### src/rtl/fifo_wr_arbiter.sv
// Round-robin arbiter sharing one FIFO write port among N_REQ producers.
// A grant is held for a burst until last, MAX_BURST beats, or an idle timeout.
module fifo_wr_arbiter #(
  parameter  int N_REQ     = 4,
  parameter  int DATA_W    = 32,
  parameter  int MAX_BURST = 16,
  parameter  int TIMEOUT   = 8,
  localparam int ID_W      = $clog2(N_REQ)
) (
  input  logic                    clk,
  input  logic                    rst,
  input  logic [N_REQ-1:0]        req_valid,
  input  logic [N_REQ-1:0]        req_last,
  input  logic [N_REQ*DATA_W-1:0] req_data,
  output logic [N_REQ-1:0]        req_ready,
  input  logic                    fifo_full,
  output logic                    fifo_wr_en,
  output logic [DATA_W-1:0]       fifo_wr_data,
  output logic                    grant_valid,
  output logic [ID_W-1:0]         grant_id,
  output logic [7:0]              beat_cnt
);

  typedef enum logic {
    ARB   = 1'b0,
    BURST = 1'b1
  } state_t;

  state_t          state;
  logic [ID_W-1:0] rr_ptr;
  logic [7:0]      idle_cnt;

  logic [ID_W-1:0] pick_id;
  logic            pick_found;
  logic [ID_W-1:0] scan_id;
  logic            in_burst;
  logic            holder_valid;
  logic            holder_last;
  logic            accept;
  logic            release_beat;
  logic            release_idle;
  logic [ID_W-1:0] next_rr;

  // Scan from the highest offset down so the lowest offset from rr_ptr wins.
  always_comb begin
    // NOTE: every variable gets a default before the loop so no latch is inferred.
    pick_found = 1'b0;
    pick_id    = '0;
    scan_id    = '0;
    for (int k = N_REQ - 1; k >= 0; k--) begin
      scan_id = ID_W'((int'(rr_ptr) + k) % N_REQ);
      if (req_valid[scan_id]) begin
        pick_found = 1'b1;
        pick_id    = scan_id;
      end
    end
  end

  assign in_burst     = (state == BURST);
  assign holder_valid = req_valid[grant_id];
  assign holder_last  = req_last[grant_id];
  assign accept       = in_burst & holder_valid & ~fifo_full;

  assign fifo_wr_en   = accept;
  assign fifo_wr_data = req_data[int'(grant_id)*DATA_W +: DATA_W];

  always_comb begin
    req_ready = '0;
    if (in_burst && !fifo_full) begin
      req_ready[grant_id] = 1'b1;
    end
  end

  // A stalled beat (valid high, FIFO full) neither advances nor idles the burst.
  assign release_beat = accept & (holder_last | (beat_cnt == 8'(MAX_BURST - 1)));
  assign release_idle = in_burst & ~holder_valid & (idle_cnt == 8'(TIMEOUT - 1));
  assign next_rr      = (grant_id == ID_W'(N_REQ - 1)) ? '0 : grant_id + 1'b1;

  // NOTE: state registers use non-blocking assignments so every flop samples
  // the pre-edge values of its neighbours, independent of statement order.
  always_ff @(posedge clk or negedge rst) begin
    if (!rst) begin
      state       <= ARB;
      grant_valid <= 1'b0;
      grant_id    <= '0;
      beat_cnt    <= '0;
      idle_cnt    <= '0;
      rr_ptr      <= '0;
    end else begin
      case (state)
        ARB: begin
          if (pick_found) begin
            state       <= BURST;
            grant_valid <= 1'b1;
            grant_id    <= pick_id;
            beat_cnt    <= '0;
            idle_cnt    <= '0;
          end
        end
        BURST: begin
          if (release_beat || release_idle) begin
            state       <= ARB;
            grant_valid <= 1'b0;
            grant_id    <= '0;
            beat_cnt    <= '0;
            idle_cnt    <= '0;
            rr_ptr      <= next_rr;
          end else if (accept) begin
            beat_cnt <= beat_cnt + 8'd1;
            idle_cnt <= '0;
          end else if (!holder_valid) begin
            idle_cnt <= idle_cnt + 8'd1;
          end
        end
        default: begin
          state       <= ARB;
          grant_valid <= 1'b0;
          grant_id    <= '0;
        end
      endcase
    end
  end

endmodule

### config.mk
export PLATFORM = sky130hd
export DESIGN_NAME = fifo_wr_arbiter
export DESIGN_NICKNAME = d
export VERILOG_FILES = /design/src/rtl/fifo_wr_arbiter.sv
export SDC_FILE = /design/constraint.sdc
export NUM_CORES = 1
export LEC_CHECK = 0
export ABC_CLOCK_PERIOD_IN_PS = 2250
export BUFFER_PORTS_ARGS = -buffer_cell sky130_fd_sc_hd__buf_2
export CORE_MARGIN = 1
export CORE_UTILIZATION = 35
export DETAILED_ROUTE_END_ITERATION = 6
export HOLD_SLACK_MARGIN = 0.08
export PLACE_DENSITY = 0.78
export REMOVE_ABC_BUFFERS = 1
export SYNTH_ARGS = -nofsm -noshare
export SYNTH_HDL_FRONTEND = slang
export SYNTH_SLANG_ARGS = --single-unit
### constraint.sdc
create_clock -name clk -period 2.25 [get_ports clk]
set_clock_uncertainty 0.1 [all_clocks]
set_input_delay 0 -clock clk [delete_from_list [all_inputs] [get_ports clk]]
set_output_delay 0 -clock clk [all_outputs]
set_load 0.01 [all_outputs]
==> qor.txt <==
Chip width: 79.8 µm
Global-route wire length before repair: 12,100 µm
Most frequently used flop master after synthesis: sky130_fd_sc_hd__dfrtp_1
Combinational family with the most area after synthesis: multiplexers
Clock buffers created by TritonCTS: 3
Fraction of the cycle the final worst path needs: 0.986
Smallest setup slack after layout: 0.0313 ns
Depth of the CTS H-tree: 1
Number of enable flip-flop cells after synthesis: 0
Crit path from: grant_id[1]$_DFFE_PN0P_
Max-slew violation count: 0
GR Layer Usage met2: 0.438
Sum of overflow across all layers after global routing: 0
Cell accounting for the most synthesized area: sky130_fd_sc_hd__mux4_2
Result of the run: complete, no violations
Combinational Power Share: 0.668
Most common cell in the netlist: sky130_fd_sc_hd__mux4_2
Count of buffers from port buffering: 186
Share of synthesized area occupied by flip-flops and latches: 0.260
Endpoint of the most critical register-to-register path: rr_ptr[0]$_DFFE_PN0P_
Switching fraction of total power: 0.408
Launch instance of the worst register-to-register path: grant_id[1]$_DFFE_PN0P_
Endpoint of the worst hold-timing path: grant_id[1]$_DFFE_PN0P_
Simple logic cell fraction of the synthesized area: 0.155
Vias per cell: 5.56
Row Count: 27
Clock transition at path regs: 0.09 ns
Global routing's busiest layer: met2
Relative slew margins: 0.640
Number of cell instances on the worst register-to-register path: 5
Gate Count Post-Synth: 178
Count of different cell masters after synthesis: 46
RSZ-0062 raised after global routing: yes
Cell leakage power: 0.00168 µW
Detail Placement HPWL: 7100 µm
Data arrival time of the worst path: 2.28 ns
Register share of total power: 0.205
Register-to-Register Setup Slack: 0.03 ns
Buffer cell driving the clock tree root: sky130_fd_sc_hd__clkbuf_8
Multiplexer fraction of the synthesized cell area: 0.386
Met3 Resource Use GR: 0.0777
Async set-or-reset flop fraction in the synthesized netlist: 1.00
Longest Clk Path Bufs: 2
Latest clock arrival within the worst-skew pair: 0.27 ns
Placed inst area: 3140 µm²
Via count: 2,456
Met1 Track Usage GR: 0.317
Number of antenna diodes: 0
Number of antenna violations at the first check in global routing: 0
Internal: 1740 µW
Area contributors post-synth: sky130_fd_sc_hd__mux4_2, sky130_fd_sc_hd__dfrtp_1, sky130_fd_sc_hd__ha_1
Element type at the critical path end: flip-flop
Syn Area/Cell: 11.9 µm²
Antenna Violating Nets Remaining: 0
Starting utilization of the core area: 0.373
Post-synthesis instance area: 2120 µm²
Drt wl/cell: 18.9 µm
Share of final-layout standard cells stronger than drive strength 1: 0.659
Ranking of synthesized cells by instance count: sky130_fd_sc_hd__mux4_2, sky130_fd_sc_hd__dfrtp_1, sky130_fd_sc_hd__nand2_1
Largest net degree at the start of global routing: 38
Adder-cell share of the synthesized area: 0.0355
Peak supply drop: 0.374 mV
Final hold violations: 0
Clock network fraction of total power: 0.127
First drt pass iteration count: 4
Final design instance area without fill: 3290 µm²
Critical setup path kind: flip-flop to flip-flop
Pwr/cell area: 892 nW/µm²
Routability Congestion: 0.860
Number of global-route vias before repair: 2,395
NetSw: 1200 µW
Count of clock tree sinks: 22
Number of setup violations in the final report: 0
Layout overhead on the synthesized area: 55.4%
Number of remaining DRC errors: 0
Top Ports: 187
Kind of path behind the tightest hold check: input pin to flip-flop
Die Height: 79.8 µm
Flops & latches, synth: 22
Required time of the worst setup path: 2.31 ns
Number of inserted filler cells in the final layout: 508
Synth top area share: 0.362
Crit Path Max Fanout: 3
Die footprint: 6360 µm²
TritonCTS clock tree: done
Violation count after the first detailed-routing iteration: 89
Max-capacitance violation count: 0
Hold Path Stages: 4
Synthesized-area fraction occupied by ao, oa, aoi and oai cells: 0.127
Global Route Usage Sum: 0.254
Drt total wl: 8370 µm
Origin of the worst min-delay path: req_valid[1]
Final Total Pwr: 2930 µW
Floorplan Core Area: 5680 µm²
Min Tclk post-route: 2.22 ns
Synthesis warning total: 0
Xor and xnor fraction of the mapped netlist area: 0.00414
Transition at the pin with the smallest max-transition slack: 0.535 ns
Post-Place Worst Slack: 0.0146 ns
Number of nets at the end of the flow: 516
Startpoint type of the worst setup path: flip-flop
Max Freq: 451 MHz
## area by class of cell
cell class,count,area (µm²),share of cell area
tap,72,90.1,0.0274
clock inverter,1,30.0,0.00914
multi-input combinational,141,1520,0.463
inverter,6,22.5,0.00685
clock buffer,3,41.3,0.0126
sequential,22,552,0.168
timing repair buffer,197,1030,0.313
## per-stage QoR
stage | utilization | instances | setup TNS (ns) | hold WS, ns
6_report | 0.579 | 442 | 0 | 0.0849
5_1_grt | 0.579 | 442 | -0.0328 | 0.0866
3_3_place_gp | 0.553 | 433 | 0 | -0.112
3_5_place_dp | 0.553 | 433 | 0 | -0.110
4_1_cts | 0.574 | 442 | 0 | 0.0819
2_1_floorplan | - | 169 | -25.02 | -0.396
## power groups by stage
stage | Combinational [µW] | Clock [µW] | Sequential (µW)
after floorplan | 1070 | 0 | 757
after global placement | 1890 | 0 | 604
after detailed placement | 1940 | 0 | 605
after CTS | 1950 | 379 | 598
after global routing | 2120 | 391 | 618
final | 1960 | 373 | 602
## worst max-delay path by stage
stage                     cells after the start                      end
after floorplan                               5    rr_ptr[0]$_DFFE_PN0P_
after global placement                        6  beat_cnt[2]$_DFFE_PN0P_
after global routing                          5  idle_cnt[0]$_DFFE_PN0P_
final                                         5    rr_ptr[0]$_DFFE_PN0P_
after CTS                                     6  beat_cnt[6]$_DFFE_PN0P_
after detailed placement                      6  beat_cnt[6]$_DFFE_PN0P_
## per-layer routing
| metal | vias to the layer above | wire length (µm) |
|---|---|---|
| met5 | - | 0 |
| met4 | 0 | 89 |
| met3 | 10 | 873 |
| met2 | 148 | 4250 |
| met1 | 1194 | 3160 |
| li1 | 1104 | - |
## flip-flops by register name, indices dropped and copies added (netlist names)
register,cells
beat_cnt,8
grant_id,2
grant_valid,1
idle_cnt,8
in_burst,1
rr_ptr,2
## placed cells by master, fill, tap and decap left out, types with 5 or more instances in the layout
master / instances
sky130_fd_sc_hd__a21oi_1: 6
sky130_fd_sc_hd__a22o_1: 6
sky130_fd_sc_hd__and2_1: 6
sky130_fd_sc_hd__and3_1: 6
sky130_fd_sc_hd__buf_2: 186
sky130_fd_sc_hd__buf_4: 5
sky130_fd_sc_hd__dfrtp_1: 21
sky130_fd_sc_hd__dlygate4sd3_1: 5
sky130_fd_sc_hd__ha_1: 6
sky130_fd_sc_hd__inv_1: 6
sky130_fd_sc_hd__mux4_2: 34
sky130_fd_sc_hd__nand2_1: 10
sky130_fd_sc_hd__nor2_1: 5
sky130_fd_sc_hd__nor2b_1: 7
sky130_fd_sc_hd__o21ai_0: 9
sky130_fd_sc_hd__o21ai_1: 7
## logic make-up (layout without fill, tap and decap cells)
logic type / Yosys count / count (layout)
AOI/OAI and AO/OA: 41 / 41
xor gates and xnor gates: 1 / 1
adders and majority gates: 6 / 6
buffers and inverters: 15 / 207
DFF: 22 / 22
muxes: 38 / 38
and+or+nand+nor: 55 / 55
## critical path, stage by stage, from the launching register on
cell	delay [ns]
sky130_fd_sc_hd__dfrtp_1	0.39
sky130_fd_sc_hd__mux4_2	0.54
sky130_fd_sc_hd__or4_4	0.57
sky130_fd_sc_hd__o21ai_2	0.09
sky130_fd_sc_hd__nand2_2	0.10
sky130_fd_sc_hd__mux2_4	0.32
## what timing repair did
action,CTS,global route
endpoints found under the setup margin,0,8
setup buffers,0,0
gates resized for setup,0,6
hold endpoints to repair,24,0
hold buffers,5,0
No activity file was read; power rests on OpenSTA's default activity.
